## src/rtl/alu_seq.sv

```systemverilog
// Handshaked ALU: single-cycle logic/arith/shift/compare ops plus iterative
// shift-add multiply and restoring divide, one bit per cycle over WIDTH cycles.
module alu_seq #(
  parameter int WIDTH = 32,
  parameter int SHW   = $clog2(WIDTH)
) (
  input  logic             clk,
  input  logic             rst_n,
  input  logic             in_valid,
  output logic             in_ready,
  input  logic [WIDTH-1:0] in1,
  input  logic [WIDTH-1:0] in2,
  input  logic [3:0]       alu_control,
  output logic             out_valid,
  input  logic             out_ready,
  output logic [WIDTH-1:0] alu_result,
  output logic             zero_flag,
  output logic             busy
);

  localparam logic [3:0] OP_AND   = 4'b0000;
  localparam logic [3:0] OP_OR    = 4'b0001;
  localparam logic [3:0] OP_ADD   = 4'b0010;
  localparam logic [3:0] OP_SLL   = 4'b0011;
  localparam logic [3:0] OP_SUB   = 4'b0100;
  localparam logic [3:0] OP_SRL   = 4'b0101;
  localparam logic [3:0] OP_MUL   = 4'b0110;
  localparam logic [3:0] OP_XOR   = 4'b0111;
  localparam logic [3:0] OP_SLTU  = 4'b1000;
  localparam logic [3:0] OP_SLT   = 4'b1001;
  localparam logic [3:0] OP_SRA   = 4'b1010;
  localparam logic [3:0] OP_MULHU = 4'b1011;
  localparam logic [3:0] OP_DIVU  = 4'b1100;
  localparam logic [3:0] OP_REMU  = 4'b1101;

  typedef enum logic [1:0] {IDLE, CALC, DONE} state_t;

  state_t           state_reg, state_next;
  logic [3:0]       op_reg;
  logic [WIDTH-1:0] hi_reg, lo_reg, opd_reg;
  logic [SHW-1:0]   cnt_reg;
  logic [WIDTH-1:0] result_reg;
  logic             zero_reg;

  logic             accept;
  logic             is_iter;
  logic [SHW-1:0]   shamt;
  logic [WIDTH-1:0] fast_result;

  assign accept = in_valid && (state_reg == IDLE);
  assign shamt  = in2[SHW-1:0];

  always_comb begin
    is_iter = 1'b0;
    case (alu_control)
      OP_MUL, OP_MULHU, OP_DIVU, OP_REMU: is_iter = 1'b1;
      default:                            is_iter = 1'b0;
    endcase
  end

  always_comb begin
    fast_result = '0;
    case (alu_control)
      OP_AND:  fast_result = in1 & in2;
      OP_OR:   fast_result = in1 | in2;
      OP_ADD:  fast_result = in1 + in2;
      OP_SUB:  fast_result = in1 - in2;
      OP_XOR:  fast_result = in1 ^ in2;
      OP_SLTU: fast_result = {{(WIDTH-1){1'b0}}, (in1 < in2)};
      OP_SLT:  fast_result = {{(WIDTH-1){1'b0}}, ($signed(in1) < $signed(in2))};
      OP_SLL:  fast_result = in1 << shamt;
      OP_SRL:  fast_result = in1 >> shamt;
      OP_SRA:  fast_result = WIDTH'($signed(in1) >>> shamt);
      default: fast_result = '0;
    endcase
  end

  // Multiply: {hi,lo} starts as {0,B}; add A into hi when lo[0] is set, then shift right.
  logic [WIDTH:0]   mul_sum;
  logic [WIDTH-1:0] mul_hi_next, mul_lo_next;
  assign mul_sum     = {1'b0, hi_reg} + (lo_reg[0] ? {1'b0, opd_reg} : {(WIDTH+1){1'b0}});
  assign mul_hi_next = mul_sum[WIDTH:1];
  assign mul_lo_next = {mul_sum[0], lo_reg[WIDTH-1:1]};

  // Restoring divide: hi holds the partial remainder, lo shifts the dividend out
  // and quotient bits in. A zero divisor always "fits", giving all-ones / A.
  logic [WIDTH+1:0] div_diff;
  logic             div_ok;
  logic [WIDTH-1:0] div_hi_next, div_lo_next;
  assign div_diff    = {1'b0, hi_reg, lo_reg[WIDTH-1]} - {2'b00, opd_reg};
  assign div_ok      = ~div_diff[WIDTH+1];
  assign div_hi_next = div_ok ? div_diff[WIDTH-1:0] : {hi_reg[WIDTH-2:0], lo_reg[WIDTH-1]};
  assign div_lo_next = {lo_reg[WIDTH-2:0], div_ok};

  logic             is_div;
  logic [WIDTH-1:0] hi_next, lo_next, iter_result;
  assign is_div  = (op_reg == OP_DIVU) || (op_reg == OP_REMU);
  assign hi_next = is_div ? div_hi_next : mul_hi_next;
  assign lo_next = is_div ? div_lo_next : mul_lo_next;

  always_comb begin
    iter_result = '0;
    case (op_reg)
      OP_MUL:   iter_result = lo_next;
      OP_MULHU: iter_result = hi_next;
      OP_DIVU:  iter_result = lo_next;
      OP_REMU:  iter_result = hi_next;
      default:  iter_result = '0;
    endcase
  end

  always_ff @(posedge clk or negedge rst_n) begin
    if (!rst_n) begin
      state_reg <= IDLE;
    end else begin
      state_reg <= state_next;
    end
  end

  always_comb begin
    state_next = state_reg;
    case (state_reg)
      IDLE:    if (accept) state_next = is_iter ? CALC : DONE;
      CALC:    if (cnt_reg == '0) state_next = DONE;
      DONE:    if (out_ready) state_next = IDLE;
      default: state_next = IDLE;
    endcase
  end

  always_comb begin
    in_ready  = (state_reg == IDLE);
    busy      = (state_reg == CALC);
    out_valid = (state_reg == DONE);
  end

  always_ff @(posedge clk or negedge rst_n) begin
    if (!rst_n) begin
      op_reg     <= '0;
      hi_reg     <= '0;
      lo_reg     <= '0;
      opd_reg    <= '0;
      cnt_reg    <= '0;
      result_reg <= '0;
      zero_reg   <= 1'b0;
    end else if (accept) begin
      op_reg <= alu_control;
      if (is_iter) begin
        hi_reg  <= '0;
        lo_reg  <= (alu_control == OP_MUL || alu_control == OP_MULHU) ? in2 : in1;
        opd_reg <= (alu_control == OP_MUL || alu_control == OP_MULHU) ? in1 : in2;
        cnt_reg <= SHW'(WIDTH - 1);
      end else begin
        result_reg <= fast_result;
        zero_reg   <= (fast_result == '0);
      end
    end else if (state_reg == CALC) begin
      hi_reg <= hi_next;
      lo_reg <= lo_next;
      if (cnt_reg == '0) begin
        result_reg <= iter_result;
        zero_reg   <= (iter_result == '0);
      end else begin
        cnt_reg <= cnt_reg - 1'b1;
      end
    end
  end

  assign alu_result = result_reg;
  assign zero_flag  = zero_reg;

endmodule

```

## config.mk

```make
export PLATFORM = sky130hd
export DESIGN_NAME = alu_seq
export DESIGN_NICKNAME = d
export VERILOG_FILES = /design/src/rtl/alu_seq.sv
export SDC_FILE = /design/constraint.sdc
export NUM_CORES = 1
export LEC_CHECK = 0
export BUFFER_PORTS_ARGS = -buffer_cell sky130_fd_sc_hd__clkbuf_2
export CORE_MARGIN = 3
export CORE_UTILIZATION = 30
export DETAILED_ROUTE_END_ITERATION = 12
export PLACE_DENSITY = 0.54
export RECOVER_POWER = 25
export SLEW_MARGIN = 20
export SYNTH_ARGS = -nofsm -noshare
export SYNTH_HDL_FRONTEND = slang
export SYNTH_SLANG_ARGS = --single-unit
```

## constraint.sdc

```tcl
create_clock -name clk -period 3.9 [get_ports clk]
set_input_delay 0.195 -clock clk [delete_from_list [all_inputs] [get_ports clk]]
set_output_delay 0.195 -clock clk [all_outputs]
set_load 0.02 [all_outputs]
```

Word-level counts from Yosys, hierarchy flattened
Cells that the tools add are included.

Bitwise logic cells: 4. Magnitude comparators: 2. Reduce and logical (&&, ||, !) cells: 18. Mux-type cells: 32. Shift operators: 3. Eq/ne operators: 25. $add $sub $neg: 5.

Operators with widths (count): 2-to-1 mux 32 bit (16); one-hot mux 32 bit (10 select lines) (1); logical NOT 32 bit (2); less-than comparator 32 bit (2); one-hot mux 32 bit (2 select lines) (1); equality test 4 bit, second input constant (9); subtractor 33 x 32 -> 34 bit (1); adder 32 x 32 -> 33 bit (1); adder 32 bit (1); AND 32 bit (1); bitwise OR 32 bit (1); left shift 32 x 5 -> 32 bit (1); >> shifter 32 x 5 -> 32 bit (1); >>> shifter 32 x 5 -> 32 bit (1); subtractor 32 bit (1); XOR 32 bit (1); equality test 4 x 3 -> 1 bit, second input constant (5); 2-to-1 mux 5 bit (4); AND reduction 3 bit (3); equality test 4 x 2 -> 1 bit, second input constant (2); 2-to-1 mux 2 bit (4); inequality test 2 x 1 -> 1 bit, second input constant (4); one-hot mux 2 bit (3 select lines) (1); logical NOT 5 bit (1); other kinds (15) (24).

Bits of input ports: 72. Logic and storage cells: 97. Bits in registers: 140. Output and inout bits: 36.

Depth between registers and ports, before layout
Depth after elaboration: 8. Mapped depth: 17. Depth with buffers taken out: 16.

Least setup slack after synthesis
OpenSTA, ideal clock, no wires.

Path type: input port to flip-flop. Start point: input port in2[1]. End point: register zero_reg, in the netlist zero_flag. Required time: 3.808 ns. Arrival: 3.990 ns. Setup slack: -0.181 ns. Library setup time: 0.092 ns. Buffers on the path: 3. Stages on the path: 17. Path through: inv_1 -> buf_2 -> buf_2 -> clkbuf_1 -> ha_1 -> a21o_1 -> and4_1 -> o21ai_1 -> a21oi_1 -> a21oi_1 -> o41ai_1 -> nor3_1 -> a211oi_1 -> mux2_2 -> or4_1 -> o2bb2a_4 -> o31ai_2.

Cells in the longest elaborated chain, start to end: 5. Elaborated cells on any way between the ends: 14. Classes of those cells: add/sub: 2; order compare: 2; shift: 3; mux: 3; bitwise: 3; reduce/logical: 1.

RTL lines: from (decl) (RTL line 12) `input logic [WIDTH-1:0] in2,`; subtractor 32 bit (tied with other cells) (RTL line 67) `OP_SUB: fast_result = in1 - in2;`; one-hot mux 32 bit (10 select lines) (*) (RTL line 63) `case (alu_control)`; logical NOT 32 bit (*) (RTL line 154) `zero_reg <= (fast_result == '0);`; 2-to-1 mux 1 bit (*) (RTL line 147) `if (is_iter) begin`; 2-to-1 mux 1 bit (*) (RTL line 145) `end else if (accept) begin`; to (signal assigned) (RTL line 154); to (signal assigned) (RTL line 161) `zero_reg <= (iter_result == '0);`; to (decl) (RTL line 43) `logic zero_reg;`.

Mark *: on every way between the ends. The rest lies on a longest branch, timed or not. The select of a mux whose other input is x is not followed. A chain may end at the register's enable or synchronous reset.

Worst setup path in the final report
Start point: register opd_reg[30]. End point: register zero_reg, in the netlist zero_flag.

Cells in the longest elaborated chain, start to end: 8. Elaborated cells on any way between the ends: 12. Classes of those cells: add/sub: 2; mux: 8; bitwise: 1; reduce/logical: 1.

RTL lines: from (decl) (RTL line 40) `logic [WIDTH-1:0] hi_reg, lo_reg, opd_reg;`; from (signal assigned) (RTL line 150) `opd_reg <= (alu_control == OP_MUL || alu_control == OP_MULHU) ? in1 : in2;`; subtractor 33 x 32 -> 34 bit / 2-to-1 mux 32 bit (equally long branches) (RTL line 90, 81); 2-to-1 mux 32 bit (tied with other cells) (RTL line 92) `assign div_hi_next = div_ok ? div_diff[WIDTH-1:0] : {hi_reg[WIDTH-2:0], lo_reg[WIDTH-1]};`; 2-to-1 mux 32 bit, on equally long branches (RTL line 98, 99); one-hot mux 32 bit (2 select lines) (*) (RTL line 103) `case (op_reg)`; logical NOT 32 bit (*) (RTL line 161); 2-to-1 mux 1 bit (*) (RTL line 159) `if (cnt_reg == '0) begin`; 2-to-1 mux 1 bit (*) (RTL line 156) `end else if (state_reg == CALC) begin`; 2-to-1 mux 1 bit (*) (RTL line 145).

Marks and branches as above.

==> flow_summary.yaml <==
status:
  outcome: "finished with violations"
  violations: "max-capacitance violations, max-slew violations, negative setup slack"
floorplanning:
  die_y_um: 277.0
  start_util: 0.3057
  ios: 108
  core_sq_um: 72100
  rows: 98
  die_width_um: 277.0
  dieArea_sq_um: 76750
power:
  power_mw: 18.38
  vdd_drop_max_uv: 433.3
  power_density_nw_per_um2: 629.8
  leakage_nw: 13.56
synth:
  syn_nets: 3260
  syn_area_sq_um: 22040
  ys_seq_elements: 140
  synth_cells: 3009
  yosys_warnings: 0
  synth_top_area_frac: 0.1590
  syn_area_per_cell_sq_um: 7.325
  synth_area_leaders: "dfrtp_1, ha_1, a21oi_1"
  synth_top_area_cell: "dfrtp_1"
  ys_types: 98
  synth-edff-count: 0
  synthArstFlopShare: 1.000
  ys_seq_area_frac: 0.1590
  ys.flop_type: "dfrtp_1"
flow_run:
  cap_viol_max_count: 1
timing:
  fin_setup_tns_ns: -0.03014
  fin_skew_ns: 0.01357
  whs_ns: 0.1321
  finalMaxSlewViolations: 90
  worst_pin_slew_ns: 2.336
  rsz0062_at_grt: "true"
  slew_headroom: -0.5574
  finalSetupViolCount: 1
  fin_crit_sh: 1.008
  setup_slack_ns: -0.03014
  fin_crit_ns: 3.930
  hold_violations: 0
  max_freq_mhz: 254.4
critical_path:
  critPathBufInv: 3
  path_cells: "inv_1 > ha_4 > nand4b_1 > nor3_4 > buf_6 > nand2_1 > o221a_4 > nand2_4 > mux2_2 > o211ai_1 > o2111ai_2 > nor3_4 > buf_4 > nor4bb_4 > nand4_1 > o31ai_2"
  path_class: "register to register"
  slowest_delay_ns: 0.35
  cp.arrival_ns: 4.30
  cp_max_fo: 5
  worst_ep_required_time_ns: 4.27
  crit_path_end_kind: "register"
  crit_slowest_cell: "dfrtp_1"
  rrSetupSlack_ns: -0.03
  cp-start-kind: "register"
  cp_top_family: "simple AND/OR/NAND/NOR gates"
  path_common_cell: "nor3_4"
route:
  wl_per_cell_um: 25.32
  routed_wl_um: 115800
  first_pass_iters: 6
  ant_nets: 0
  drc_errors: 0
  num_vias: 26800
  drtIter0Drc: 3020
  avgViaCountPerCell: 5.859
global_route:
  grt_pass1_vias: 25900
  grt_max_degree: 90
  antenna_found_initial: 6
  overflow: 0
  grt_pass1_wl_um: 169100
  track_usage: 0.2883
clock_tree:
  clkSinkCount: 140
  path_clk_slew_ns: 0.07
  insertion_delay_ns: 0.46
  cts-root-buf: "clkbuf_16"
  clock_path_buffers: 2
  cts_max_level: 4
  cts_buffers: 17
  cts_tree: "done"
layout:
  stdcell_area_sq_um: 29190
  drive_above_1_share: 0.2755
  layout_commonest_cell: "buf_4"
  area_growth_pct: 32.44
  num-nets-final: 3861
  final_cell_mix: "buf_4, nand2_1, a21oi_1"
placement:
  placedInstanceArea_sq_um: 28270
  place.gp.congestion: 1.039
  io_buffers: 107
  dp_hpwl_um: 95040
hold_path:
  hp-class: "input pin to register"
metal layers:
layer  part of all wire  up-vias  track usage
li1                   -    12410            -
met1               0.42    12870       0.3833
met2               0.45     1266       0.4622
met3              0.075      262      0.03448
met4              0.056        4       0.1418
met5            0.00023        -            0
path summary, 6_finish.rpt:
path	depth (start not counted)	startpoint	end
max	16	opd_reg[30]	zero_flag
min	3	in2[9]	opd_reg[9]
max reg2reg	16	opd_reg[30]	zero_flag
min reg2reg	1	alu_result[3]	alu_result[3]
max in group asynchronous	2	rst_n	lo_reg[0]
min in group asynchronous	2	rst_n	opd_reg[11]
layout make-up:
class	instances	area (sq um)
antenna	2	5.005
multi-input combinational	2483	17310
timing repair buffer	804	5992
tap	950	1189
clock buffer	17	425.4
inverter	164	615.6
fill	7622	42910
sequential	140	3506
clock inverter	15	152.6
cell usage after synthesis (20+ instances only):
library cell,count
dfrtp_1,140
mux2i_1,116
clkbuf_1,137
o22ai_1,38
xor2_1,31
nand2b_1,34
nand2_1,290
o31ai_1,28
a21oi_1,279
buf_2,54
nand4_1,35
mux2_2,32
a22o_1,21
a22oi_1,33
o211ai_1,51
and2_1,41
inv_1,159
nor2_1,271
a21o_1,45
o21ai_0,257
xnor2_1,36
nor3_1,71
nand3_1,75
mux4_2,31
o221ai_1,43
a211oi_1,49
o21bai_1,20
ha_1,175
nor2b_1,29
stage by stage:
stage            util  std cells  setup WS [ns]
2_1_floorplan       -       3009        0.07023
3_3_place_gp   0.3921       4535        -0.6288
3_5_place_dp   0.3921       4535        -0.6087
4_1_cts        0.4022       4571       -0.05081
5_1_grt        0.4048       4573        -0.2047
6_report       0.4049       4575       -0.03014
cells by family after synthesis:
logic type,after synthesis,synth area share
compound gates,1082,0.3223
xor+xnor,67,0.02662
fa+ha+maj,179,0.1030
buf+inv,386,0.07210
flops,140,0.1590
mux,189,0.1070
simple gates,966,0.2100
report_power, final:
part           switching, mW  internal (mW)
sequential             0.571           2.11
clock                  0.774          0.899
combinational           7.91           6.12
total                   9.25           9.13
worst min-delay path: stages:
cell and delay (ns):
clkbuf_2 0.14, a21oi_1 0.08, o21ai_0 0.14
timing repair:
item	4_1_cts	5_1_grt
hold buffers	2	0
resized for setup	21	39
hold endpoints to repair	88	0
endpoints found under the setup margin	8	12
setup buffers	3	2
pin swaps	9	19
Note: power is estimated with default switching activity, not from simulation.
